`config.mk`:
```
export PLATFORM = sky130hd
export DESIGN_NAME = cluster_rst_seq_flat
export DESIGN_NICKNAME = d
export VERILOG_FILES = /design/src/rtl/cluster_rst_seq_if.sv /design/src/rtl/cluster_rst_seq.sv /design/src/flat_wrapper.sv
export SDC_FILE = /design/constraint.sdc
export NUM_CORES = 1
export LEC_CHECK = 0
export ABC_AREA = 1
export CAP_MARGIN = 5
export CORE_MARGIN = 2
export CORE_UTILIZATION = 47
export CTS_CLUSTER_DIAMETER = 50
export CTS_CLUSTER_SIZE = 12
export DETAILED_ROUTE_END_ITERATION = 10
export PLACE_DENSITY = 0.71
export SETUP_SLACK_MARGIN = 0.15
export SLEW_MARGIN = 40
export SYNTH_ARGS = -nofsm -noshare
export SYNTH_HDL_FRONTEND = slang
export SYNTH_SLANG_ARGS = --single-unit
```
`constraint.sdc`:
```
create_clock -name gclk -period 1.6 [get_ports gclk]
set_input_delay 0.32 -clock gclk [delete_from_list [all_inputs] [get_ports gclk]]
set_output_delay 0.32 -clock gclk [all_outputs]
set_load 0.02 [all_outputs]
```
`src/rtl/cluster_rst_seq_if.sv`:
```
// Bundle between chip clock/reset control and the cluster reset sequencer.
// The sequencer takes the master modport; the chip control side takes slave.
interface cluster_rst_seq_if #(
    parameter int NUM_CLUSTERS = 4
);
    logic                    wrm_rst_req;
    logic                    dbg_init_req;
    logic [NUM_CLUSTERS-1:0] cken_mask;
    logic [NUM_CLUSTERS-1:0] cluster_cken;
    logic                    grst_l;
    logic                    gdbginit_l;
    logic                    seq_busy;
    logic                    seq_done;

    modport master (
        input  wrm_rst_req,
        input  dbg_init_req,
        input  cken_mask,
        output cluster_cken,
        output grst_l,
        output gdbginit_l,
        output seq_busy,
        output seq_done
    );

    modport slave (
        output wrm_rst_req,
        output dbg_init_req,
        output cken_mask,
        input  cluster_cken,
        input  grst_l,
        input  gdbginit_l,
        input  seq_busy,
        input  seq_done
    );
endinterface

```
`src/rtl/cluster_rst_seq.sv`:
```
// Cluster clock-enable / global reset sequencer: staggered clock ramp, reset hold,
// then warm-reset and debug-init service. CLUSTER_RST_SEQ_REQ_SYNC_EN synchronizes async request levels.
module cluster_rst_seq #(
    parameter int NUM_CLUSTERS = 4,
    parameter int CKEN_STAGGER = 2,
    parameter int RST_HOLD     = 16
) (
    input  logic              gclk,
    input  logic              arst_l,
    cluster_rst_seq_if.master bus
);
    localparam int MAX_NS  = (NUM_CLUSTERS > CKEN_STAGGER) ? NUM_CLUSTERS : CKEN_STAGGER;
    localparam int MAX_CNT = (MAX_NS > RST_HOLD) ? MAX_NS : RST_HOLD;
    localparam int CNT_W   = $clog2(MAX_CNT + 1);

    localparam logic [CNT_W-1:0]        STAG_LD   = CNT_W'(CKEN_STAGGER - 1);
    localparam logic [CNT_W-1:0]        HOLD_LD   = CNT_W'(RST_HOLD - 1);
    localparam logic [CNT_W-1:0]        LAST_IDX  = CNT_W'(NUM_CLUSTERS - 1);
    localparam logic [CNT_W-1:0]        CNT_ONE   = CNT_W'(1);
    localparam logic [NUM_CLUSTERS-1:0] CKEN_ALL  = '1;
    localparam logic [NUM_CLUSTERS-1:0] CKEN_BIT0 = NUM_CLUSTERS'(1);

    typedef enum logic [2:0] {
        IDLE = 3'd0,
        RAMP = 3'd1,
        HOLD = 3'd2,
        RUN  = 3'd3,
        WRST = 3'd4,
        DBG  = 3'd5
    } state_e;

    state_e                  state_q, state_d;
    logic [CNT_W-1:0]        cnt_q, cnt_d;
    logic [CNT_W-1:0]        idx_q, idx_d;
    logic [CNT_W-1:0]        idx_nxt;
    logic [NUM_CLUSTERS-1:0] cken_q, cken_d;
    logic                    grst_q, grst_d;
    logic                    gdbg_q, gdbg_d;
    logic                    busy_q, busy_d;
    logic                    done_q, done_d;
    logic                    wrm_evt, dbg_evt;
    logic                    wrm_req_q, dbg_req_q;

`ifdef CLUSTER_RST_SEQ_REQ_SYNC_EN
    // Two flops to resolve metastability, third flop for rising-edge detection.
    logic [2:0] wrm_sync_q;
    logic [2:0] dbg_sync_q;

    always_ff @(posedge gclk or negedge arst_l) begin
        if (!arst_l) begin
            wrm_sync_q <= '0;
            dbg_sync_q <= '0;
        end else begin
            wrm_sync_q <= {wrm_sync_q[1:0], bus.wrm_rst_req};
            dbg_sync_q <= {dbg_sync_q[1:0], bus.dbg_init_req};
        end
    end

    assign wrm_evt = wrm_sync_q[1] & ~wrm_sync_q[2];
    assign dbg_evt = dbg_sync_q[1] & ~dbg_sync_q[2];
`else
    assign wrm_evt = bus.wrm_rst_req;
    assign dbg_evt = bus.dbg_init_req;
`endif

    assign idx_nxt = idx_q + CNT_ONE;

    always_comb begin
        state_d = state_q;
        cnt_d   = cnt_q;
        idx_d   = idx_q;
        case (state_q)
            IDLE: begin
                idx_d = '0;
                if (NUM_CLUSTERS == 1) begin
                    state_d = HOLD;
                    cnt_d   = HOLD_LD;
                end else begin
                    state_d = RAMP;
                    cnt_d   = STAG_LD;
                end
            end
            RAMP: begin
                if (cnt_q == '0) begin
                    idx_d = idx_nxt;
                    if (idx_nxt == LAST_IDX) begin
                        state_d = HOLD;
                        cnt_d   = HOLD_LD;
                    end else begin
                        cnt_d = STAG_LD;
                    end
                end else begin
                    cnt_d = cnt_q - CNT_ONE;
                end
            end
            HOLD, WRST: begin
                if (cnt_q == '0) state_d = RUN;
                else             cnt_d   = cnt_q - CNT_ONE;
            end
            RUN: begin
                if (wrm_req_q) begin
                    state_d = WRST;
                    cnt_d   = HOLD_LD;
                end else if (dbg_req_q) begin
                    state_d = DBG;
                    cnt_d   = HOLD_LD;
                end
            end
            DBG: begin
                // A warm reset supersedes an in-flight debug init and restarts the hold.
                if (wrm_req_q) begin
                    state_d = WRST;
                    cnt_d   = HOLD_LD;
                end else if (cnt_q == '0) begin
                    state_d = RUN;
                end else begin
                    cnt_d = cnt_q - CNT_ONE;
                end
            end
            default: begin
                state_d = IDLE;
                cnt_d   = '0;
                idx_d   = '0;
            end
        endcase
    end

    // Outputs are decoded from the next state so they change on the transition edge.
    always_comb begin
        cken_d = '0;
        case (state_d)
            RAMP:             cken_d = cken_q | (CKEN_BIT0 << idx_d);
            HOLD, WRST, DBG:  cken_d = CKEN_ALL;
            RUN:              cken_d = bus.cken_mask;
            default:          cken_d = '0;
        endcase
        grst_d = (state_d == RUN) || (state_d == DBG);
        gdbg_d = (state_d == RUN);
        busy_d = (state_d != RUN);
        done_d = (state_d == RUN) && (state_q != RUN);
    end

    always_ff @(posedge gclk or negedge arst_l) begin
        if (!arst_l) begin
            state_q   <= IDLE;
            cnt_q     <= '0;
            idx_q     <= '0;
            cken_q    <= '0;
            grst_q    <= 1'b0;
            gdbg_q    <= 1'b0;
            busy_q    <= 1'b1;
            done_q    <= 1'b0;
            wrm_req_q <= 1'b0;
            dbg_req_q <= 1'b0;
        end else begin
            state_q   <= state_d;
            cnt_q     <= cnt_d;
            idx_q     <= idx_d;
            cken_q    <= cken_d;
            grst_q    <= grst_d;
            gdbg_q    <= gdbg_d;
            busy_q    <= busy_d;
            done_q    <= done_d;
            wrm_req_q <= wrm_evt;
            dbg_req_q <= dbg_evt;
        end
    end

    assign bus.cluster_cken = cken_q;
    assign bus.grst_l       = grst_q;
    assign bus.gdbginit_l   = gdbg_q;
    assign bus.seq_busy     = busy_q;
    assign bus.seq_done     = done_q;
endmodule
```
`src/flat_wrapper.sv`:
```
// flat-port wrapper written by rule: the top's interface ports become plain ports
module cluster_rst_seq_flat 
#(
    parameter int NUM_CLUSTERS = 4,
    parameter int CKEN_STAGGER = 2,
    parameter int RST_HOLD     = 16
)
  (gclk, arst_l, bus_wrm_rst_req, bus_dbg_init_req, bus_cken_mask, bus_cluster_cken, bus_grst_l, bus_gdbginit_l, bus_seq_busy, bus_seq_done);
  cluster_rst_seq_if #(.NUM_CLUSTERS(NUM_CLUSTERS)) bus_i ();
  input  logic gclk;
  input  logic arst_l;
  input wire logic [$bits(bus_i.wrm_rst_req)-1:0] bus_wrm_rst_req;
  input wire logic [$bits(bus_i.dbg_init_req)-1:0] bus_dbg_init_req;
  input wire logic [$bits(bus_i.cken_mask)-1:0] bus_cken_mask;
  output wire logic [$bits(bus_i.cluster_cken)-1:0] bus_cluster_cken;
  output wire logic [$bits(bus_i.grst_l)-1:0] bus_grst_l;
  output wire logic [$bits(bus_i.gdbginit_l)-1:0] bus_gdbginit_l;
  output wire logic [$bits(bus_i.seq_busy)-1:0] bus_seq_busy;
  output wire logic [$bits(bus_i.seq_done)-1:0] bus_seq_done;
  assign bus_i.wrm_rst_req = bus_wrm_rst_req;
  assign bus_i.dbg_init_req = bus_dbg_init_req;
  assign bus_i.cken_mask = bus_cken_mask;
  assign bus_cluster_cken = bus_i.cluster_cken;
  assign bus_grst_l = bus_i.grst_l;
  assign bus_gdbginit_l = bus_i.gdbginit_l;
  assign bus_seq_busy = bus_i.seq_busy;
  assign bus_seq_done = bus_i.seq_done;
  cluster_rst_seq #(.NUM_CLUSTERS(NUM_CLUSTERS), .CKEN_STAGGER(CKEN_STAGGER), .RST_HOLD(RST_HOLD)) u_core (.gclk(gclk), .arst_l(arst_l), .bus(bus_i));
endmodule
```
==> impl_metrics.sql, run 1 <==
INSERT INTO impl_metrics (metric_group, metric, value, unit) VALUES
('floorplan', 'fp.coreArea', '0.00308', 'mm²'),
('setup_path', 'crit_chain', 'inv_2 > ha_4 > inv_2 > nor2_4 > nand2_4 > o21ai_2 > nand3_2 > nand2_2 > nand2_2 > nand2_2 > nand2_1 > inv_1 > nand2_1', ''),
('clock_tree', 'worst_skew_pair.late_latency', '0.32', 'ns'),
('power_and_ir_drop', 'vdd.ir_drop.worst', '1.25', 'mV'),
('setup_path', 'critical_path.max_fanout', '6', ''),
('setup_path', 'worst_path_required_time', '1.82', 'ns'),
('clock_tree', 'cts.sinks', '23', ''),
('placement', 'hpwl', '2750', 'µm'),
('sta', 'fin_crit_sh', '1.09', ''),
('global_route', 'number_of_global_route_vias_before_repair', '1538', ''),
('global_route', 'overflow', '0', ''),
('detailed_routing', 'post_drt_wl_per_cell', '12.3', 'µm'),
('sta', 'worst_max_slew_pin_slew', '0.298', 'ns'),
('final_layout', 'diodes', '0', ''),
('detailed_routing', 'antenna_violating_nets_post_route', '0', ''),
('clock_tree', 'cts-hold-fix-buffers', '0', ''),
('setup_path', 'arrival', '1.96', 'ns'),
('final_layout', 'post-route-util', '0.742', ''),
('detailed_routing', 'routed_wl', '3910', 'µm'),
('sta', 'maxSlewViolCount', '0', ''),
('setup_path', 'setup.worst_path.class', 'reg2reg', ''),
('floorplan', 'floorplan.die_area', '0.00375', 'mm²'),
('status', 'outcome', 'complete, but fails checks', ''),
('detailed_routing', 'route.detailed.drc', '0', ''),
('power_and_ir_drop', 'power.static_leakage', '1.24', 'nW'),
('floorplan', 'floorplan.die.height', '61.2', 'µm'),
('power_and_ir_drop', 'p_total', '4.65', 'mW'),
('detailed_routing', 'drt_first_pass_iters', '4', ''),
('sta', 'fin_worst_skew', '0.0149', 'ns'),
('placement', 'portBuffers', '15', ''),
('placement', 'dp.cells', '305', ''),
('sta', 'grt_setup_unrepaired', 'yes', ''),
('clock_tree', 'root_buffer', 'sky130_fd_sc_hd__clkbuf_4', ''),
('clock_tree', 'cts.htree.levels', '1', ''),
('sta', 'timing.final.ws_setup', '-0.139', 'ns'),
('detailed_routing', 'detailroute.via_count', '1600', ''),
('logic_synthesis', 'synth_cell_types', '27', ''),
('final_layout', 'final_net_count', '290', ''),
('flow_run', 'drv.max_cap_violation_count', '0', ''),
('logic_synthesis', 'synth_area_per_cell', '7.30', 'µm²'),
('logic_synthesis', 'seq_area_frac_synth', '0.374', ''),
('clock_tree', 'cts-root-to-sink-buffers', '2', ''),
('setup_path', 'critical-path-top-cell-by-count', 'sky130_fd_sc_hd__nand2_2', ''),
('logic_synthesis', 'synthDominantAreaCellType', 'sky130_fd_sc_hd__dfrtp_1', ''),
('setup_path', 'critical_path.slowest_cell', 'sky130_fd_sc_hd__dfrtp_1', ''),
('logic_synthesis', 'net_count_after_synthesis', '225', ''),
('sta', 'hold_violations', '0', ''),
('logic_synthesis', 'synth-warning-count', '0', ''),
('global_route', 'grt_usage', '0.232', ''),
('logic_synthesis', 'synth-seq-cells', '23', ''),
('status', 'violations', 'setup timing', ''),
('setup_path', 'worst-r2r-setup-slack', '-0.14', 'ns'),
('floorplan', 'io-pin-count', '16', ''),
('power_and_ir_drop', 'pwr_density_cell', '2040', 'mW/mm²'),
('floorplan', 'initial_core_util', '0.500', ''),
('global_route', 'antenna_violations_before_repair', '0', ''),
('sta', 'setup_viol_count_final', '12', ''),
('placement', 'gp_congestion', '0.838', ''),
('logic_synthesis', 'synth_top_area_share', '0.357', ''),
('sta', 'slew_headroom', '0.802', ''),
('clock_tree', 'cts_made_buffers', '3', ''),
('setup_path', 'setup.worst_path.start_class', 'flip-flop', ''),
('detailed_routing', 'vias_per_cell', '5.02', ''),
('setup_path', 'slowest_delay', '0.41', 'ns'),
('clock_tree', 'cts_tree', 'built', ''),
('detailed_routing', 'drt_iter0_markers', '56', ''),
('sta', 'hold_slack', '0.324', 'ns'),
('logic_synthesis', 'post_synth_main_area_contributors', 'sky130_fd_sc_hd__dfrtp_1 (36%), sky130_fd_sc_hd__nand2_1 (15%), sky130_fd_sc_hd__inv_1 (9.3%)', ''),
('final_layout', 'mostFrequentLayoutCell', 'sky130_fd_sc_hd__nand2_1', ''),
('setup_path', 'path_delay_family', 'simple AND/OR/NAND/NOR gates', ''),
('logic_synthesis', 'post_synth_inst_count', '211', '');
[cell type report]
type / count / area (µm²)
clock buffer: 4 / 26.3
fill: 231 / 795
inverter: 42 / 158
multi-input combinational: 146 / 968
sequential: 23 / 578
tap: 44 / 55.1
timing repair buffer: 60 / 498
[cell usage after synthesis, drive strengths merged]
| cell type | instances |
|---|---|
| nor3 | 1 |
| ha | 6 |
| o32ai | 1 |
| o21ai | 10 |
| nand3b | 1 |
| o22ai | 2 |
| nand3 | 21 |
| nor2 | 13 |
| dfstp | 1 |
| a211oi | 1 |
| dfrtp | 22 |
| nand2 | 71 |
| buf | 1 |
| xor2 | 2 |
| clkinv | 1 |
| o211ai | 2 |
| inv | 41 |
| nand4 | 9 |
| a21oi | 5 |
[cell families after synthesis]
family                     share of synthesized area
and+or+nand+nor                                0.376
buffers and inverters                          0.110
DFF                                            0.374
AOI/OAI and AO/OA                             0.0796
adders and majority gates                     0.0487
xor gates and xnor gates                      0.0114
[worst register-to-register path: stages (launching register included)]
cell                      delay [ns]
sky130_fd_sc_hd__dfrtp_1        0.41
sky130_fd_sc_hd__inv_2          0.08
sky130_fd_sc_hd__ha_4           0.13
sky130_fd_sc_hd__inv_2          0.04
sky130_fd_sc_hd__nor2_4         0.13
sky130_fd_sc_hd__nand2_4        0.12
sky130_fd_sc_hd__o21ai_2        0.15
sky130_fd_sc_hd__nand3_2        0.12
sky130_fd_sc_hd__nand2_2        0.12
sky130_fd_sc_hd__nand2_2        0.06
sky130_fd_sc_hd__nand2_2        0.09
sky130_fd_sc_hd__nand2_1        0.05
sky130_fd_sc_hd__inv_1          0.07
sky130_fd_sc_hd__nand2_1        0.05
[flip-flops by register name (all words and copies together), names as in the netlist]
register	flops
u_core.cnt_q	5
u_core.idx_q	5
u_core.bus.cluster_cken	4
u_core.state_q	3
u_core.bus.gdbginit_l	1
u_core.bus.grst_l	1
u_core.bus.seq_busy	1
u_core.bus.seq_done	1
u_core.dbg_req_q	1
u_core.wrm_req_q	1
[report_power, final]
group,internal [mW],switching (mW)
combinational,1.54,1.87
sequential,0.790,0.162
clock,0.0976,0.184
total,2.43,2.22
[timing repair]
action	4_1_cts	5_1_grt
buffers inserted	4	5
setup endpoints to repair	26	20
gates cloned	1	0
pin swaps	12	4
gates resized for setup	40	12
[per-stage QoR]
stage | TNS (ns) | cell area [µm²]
finish | -0.867 | 2280
global route | -2.41 | 2280
CTS | -0.398 | 2210
detailed placement | -1.78 | 2030
global placement | -1.42 | 2030
floorplan | -0.193 | 1570
[routing by layer]
layer | routed length, µm | vias up | GRT usage
met2 | 1900 | 46 | 0.381
met1 | 1760 | 742 | 0.313
met5 | 0 | - | 0
li1 | - | 804 | -
met4 | 70 | 0 | 0.0839
met3 | 184 | 8 | 0.0315
[path summary, 6_finish.rpt]
check / from / cells after the start / endpoint
max reg2reg: u_core.cnt_q[1]$_DFFE_PN0P_ / 13 / u_core.bus.cluster_cken[3]$_DFF_PN0_
min: arst_l / 2 / u_core.dbg_req_q$_DFF_PN0_
min in group gclk: bus_dbg_init_req / 1 / u_core.dbg_req_q$_DFF_PN0_
min reg2reg: u_core.bus.cluster_cken[3]$_DFF_PN0_ / 4 / u_core.bus.cluster_cken[3]$_DFF_PN0_
max in group asynchronous: arst_l / 2 / u_core.bus.seq_busy$_DFF_PN1_
max: u_core.cnt_q[1]$_DFFE_PN0P_ / 13 / u_core.bus.cluster_cken[3]$_DFF_PN0_
(Power assumes the default switching activity.)
==> inputs of run 2 (changes only) <==
--- a/config.mk
+++ b/config.mk
@@ -8,11 +8,11 @@
 export ABC_AREA = 1
 export CAP_MARGIN = 5
 export CORE_MARGIN = 2
-export CORE_UTILIZATION = 47
+export CORE_UTILIZATION = 50
 export CTS_CLUSTER_DIAMETER = 50
 export CTS_CLUSTER_SIZE = 12
 export DETAILED_ROUTE_END_ITERATION = 10
-export PLACE_DENSITY = 0.71
+export PLACE_DENSITY = 0.74
 export SETUP_SLACK_MARGIN = 0.15
 export SLEW_MARGIN = 40
 export SYNTH_ARGS = -nofsm -noshare
==> run 2 against run 1 <==
Net effect: the flow still finishes with violations (setup timing); sequential cell count unchanged; final cell count down 1.9%; maximum frequency down 0.89%; die area down 5.6%; first-iteration DRC count up 29%; via count up 3.3%; total power up 5.6%; count of clock-buffer cells in the layout down 1; setup slack worse by 0.016 ns; combinational power up 7.3%; register-to-register slack worse by 0.02 ns.
==> impl_metrics.sql, run 2 (synthesized netlist as in run 1, its figures left out) <==
INSERT INTO impl_metrics (metric_group, metric, value, unit) VALUES
('detailed_routing', 'routed_wl', '4410', 'µm'),
('final_layout', 'layout.filler_cells', '195', ''),
('placement', 'hpwl', '2660', 'µm'),
('sta', 'timing.setup.tns', '-1.15', 'ns'),
('final_layout', 'layout_common_cells', 'sky130_fd_sc_hd__nand2_1 (52), sky130_fd_sc_hd__buf_4 (43), sky130_fd_sc_hd__inv_1 (33)', ''),
('power_and_ir_drop', 'p_total', '4.91', 'mW'),
('sta', 'layout_min_cycle_time', '1.75', 'ns'),
('sta', 'maxSlewViolCount', '0', ''),
('floorplan', 'floorplan.die_area', '0.00354', 'mm²'),
('clock_tree', 'cts-root-to-sink-buffers', '2', ''),
('setup_path', 'critical-path-top-cell-by-count', 'sky130_fd_sc_hd__nand2_1', ''),
('sta', 'setup_viol_count_final', '11', ''),
('detailed_routing', 'drt_iter0_markers', '72', ''),
('clock_tree', 'cts.htree.levels', '1', ''),
('setup_path', 'worst-r2r-setup-slack', '-0.15', 'ns'),
('floorplan', 'fp-row-count', '20', ''),
('setup_path', 'critical_path.reg2reg.endpoint', 'u_core.bus.cluster_cken[2]$_DFF_PN0_', ''),
('setup_path', 'setup.worst_path.class', 'reg2reg', ''),
('setup_path', 'crit_chain', 'inv_2 > ha_4 > inv_2 > nor2_4 > nand2_4 > nor2_4 > nand3_1 > nand2_2 > nor2_2 > nand3_1 > nand2_1 > nand2_1 > nand2_1', ''),
('status', 'violations', 'setup timing', ''),
('final_layout', 'layout-drive-gt1-share', '0.414', ''),
('detailed_routing', 'detailroute.via_count', '1653', ''),
('sta', 'worst_max_slew_pin_slew', '0.307', 'ns'),
('detailed_routing', 'drt_first_pass_iters', '4', ''),
('setup_path', 'setup.worst_path.start_class', 'flip-flop', ''),
('floorplan', 'initial_core_util', '0.513', ''),
('placement', 'dp.cells', '294', ''),
('final_layout', 'diodes', '0', ''),
('setup_path', 'r2r_start', 'u_core.cnt_q[0]$_DFFE_PN0P_', ''),
('clock_tree', 'clk_transition_reported_paths', '0.14', 'ns'),
('placement', 'gp_congestion', '0.875', ''),
('global_route', 'number_of_global_route_vias_before_repair', '1443', ''),
('sta', 'timing.final.ws_setup', '-0.154', 'ns'),
('global_route', 'overflow', '0', ''),
('worst_hold_path', 'timing.hold.worst.class', 'in2async', ''),
('power_and_ir_drop', 'power.static_leakage', '1.27', 'nW'),
('setup_path', 'critical_path.slowest_cell', 'sky130_fd_sc_hd__dfrtp_1', ''),
('sta', 'fin_crit_sh', '1.10', ''),
('status', 'outcome', 'complete, but fails checks', ''),
('detailed_routing', 'post_drt_wl_per_cell', '14.1', 'µm'),
('setup_path', 'cp-end-kind', 'flip-flop', ''),
('final_layout', 'multi_input_combinational_cell_area', '996', 'µm²'),
('floorplan', 'floorplan.die.height', '59.5', 'µm'),
('final_layout', 'sequential_cell_area', '578', 'µm²'),
('global_route', 'grt_start_max_net_pins', '24', ''),
('setup_path', 'critical_path.max_fanout', '6', ''),
('clock_tree', 'cts_tree', 'built', ''),
('global_route', 'antenna_violations_before_repair', '0', ''),
('placement', 'portBuffers', '15', ''),
('power_and_ir_drop', 'vdd.ir_drop.worst', '1.15', 'mV'),
('setup_path', 'arrival', '1.99', 'ns'),
('sta', 'grt_setup_unrepaired', 'yes', ''),
('floorplan', 'fp.coreArea', '0.00300', 'mm²'),
('setup_path', 'slowest_delay', '0.42', 'ns'),
('setup_path', 'ff2ff_path_depth', '13', ''),
('flow_run', 'drv.max_cap_violation_count', '0', ''),
('clock_tree', 'worst_skew_pair.late_latency', '0.33', 'ns'),
('detailed_routing', 'vias_per_cell', '5.28', ''),
('global_route', 'grt_usage', '0.236', ''),
('final_layout', 'final_net_count', '295', ''),
('sta', 'slew_headroom', '0.795', ''),
('sta', 'fin_worst_skew', '0.0114', 'ns'),
('clock_tree', 'cts_made_buffers', '3', ''),
('floorplan', 'die_w', '59.5', 'µm'),
('clock_tree', 'cts.sinks', '23', ''),
('sta', 'fmax', '0.570', 'GHz'),
('final_layout', 'flow.area_growth_from_synthesis', '51.4', '%'),
('setup_path', 'worst_path_required_time', '1.83', 'ns'),
('global_route', 'grt_first_pass_wirelength', '6330', 'µm'),
('clock_tree', 'root_buffer', 'sky130_fd_sc_hd__clkbuf_4', ''),
('floorplan', 'io-pin-count', '16', ''),
('final_layout', 'mostFrequentLayoutCell', 'sky130_fd_sc_hd__nand2_1', ''),
('detailed_routing', 'antenna_violating_nets_post_route', '0', ''),
('power_and_ir_drop', 'pwr_density_cell', '2100', 'mW/mm²'),
('final_layout', 'fin_cells', '313', ''),
('detailed_routing', 'route.detailed.drc', '0', ''),
('sta', 'hold_violations', '0', '');
==> run 2: layer usage <==
layer / global-route usage / vias to the layer above / routed length, µm / share of wire
met5: 0 / - / 0 / 0
met3: 0.0197 / 9 / 106 / 0.024
met4: 0.0889 / 0 / 104 / 0.024
li1: - / 817 / - / -
met2: 0.394 / 37 / 2270 / 0.51
met1: 0.319 / 790 / 1930 / 0.44
==> run 2: stage by stage <==
step | instance area [µm²] | util | worst slack, ns | hold WS (ns)
detailed placement | 2020 | 0.672 | -0.276 | 0.558
global placement | 2020 | 0.672 | -0.145 | 0.552
CTS | 2240 | 0.747 | -0.103 | 0.332
finish | 2330 | 0.777 | -0.154 | 0.321
floorplan | 1570 | - | -0.0424 | 0.0244
global route | 2330 | 0.777 | -0.279 | 0.360
==> run 2: layout make-up <==
type,count,share of cell area
Timing Repair Buffer,64,0.226
Tap cell,33,0.0177
Clock buffer,3,0.00966
Clock inverter,1,0.00322
Multi-Input combinational cell,147,0.427
Inverter,42,0.0687
Sequential cell,23,0.248
==> run 2: repair_timing <==
action | in CTS | in global routing
setup buffers | 9 | 4
endpoints found under the hold margin | 0 | 0
cloned | 1 | 1
resized for setup | 47 | 15
pin swaps | 14 | 12
hold buffers | 0 | 0
endpoints found under the setup margin | 28 | 21
==> run 2: critical path: cells and delay by family (launching register included) <==
family | cells | cell delay (ns)
adder cells (fa/ha/maj) | 1 | 0.13
AND/OR/NAND/NOR | 10 | 0.98
flip-flops | 1 | 0.42
buffers and inverters | 2 | 0.12
==> run 2: where the power goes <==
part / leakage, nW / internal (mW) / switching, mW
Clock: 0.0139 / 0.0959 / 0.196
Combinational: 0.960 / 1.67 / 1.99
Sequential: 0.291 / 0.790 / 0.169
==> run 2: how the worst max path moves through the flow <==
| stage | depth (start not counted) | endpoint | start | slack (ns) |
|---|---|---|---|---|
| after CTS | 12 | u_core.cnt_q[1]$_DFFE_PN0P_ | u_core.cnt_q[0]$_DFFE_PN0P_ | -0.10 |
| final | 13 | u_core.bus.cluster_cken[2]$_DFF_PN0_ | u_core.cnt_q[0]$_DFFE_PN0P_ | -0.15 |
| after global placement | 12 | u_core.cnt_q[1]$_DFFE_PN0P_ | u_core.cnt_q[1]$_DFFE_PN0P_ | -0.15 |
| after detailed placement | 12 | u_core.cnt_q[1]$_DFFE_PN0P_ | u_core.cnt_q[1]$_DFFE_PN0P_ | -0.28 |
| after floorplan | 14 | u_core.bus.cluster_cken[2]$_DFF_PN0_ | u_core.cnt_q[1]$_DFFE_PN0P_ | -0.04 |
| after global routing | 12 | u_core.bus.cluster_cken[2]$_DFF_PN0_ | u_core.state_q[1]$_DFF_PN0_ | -0.28 |
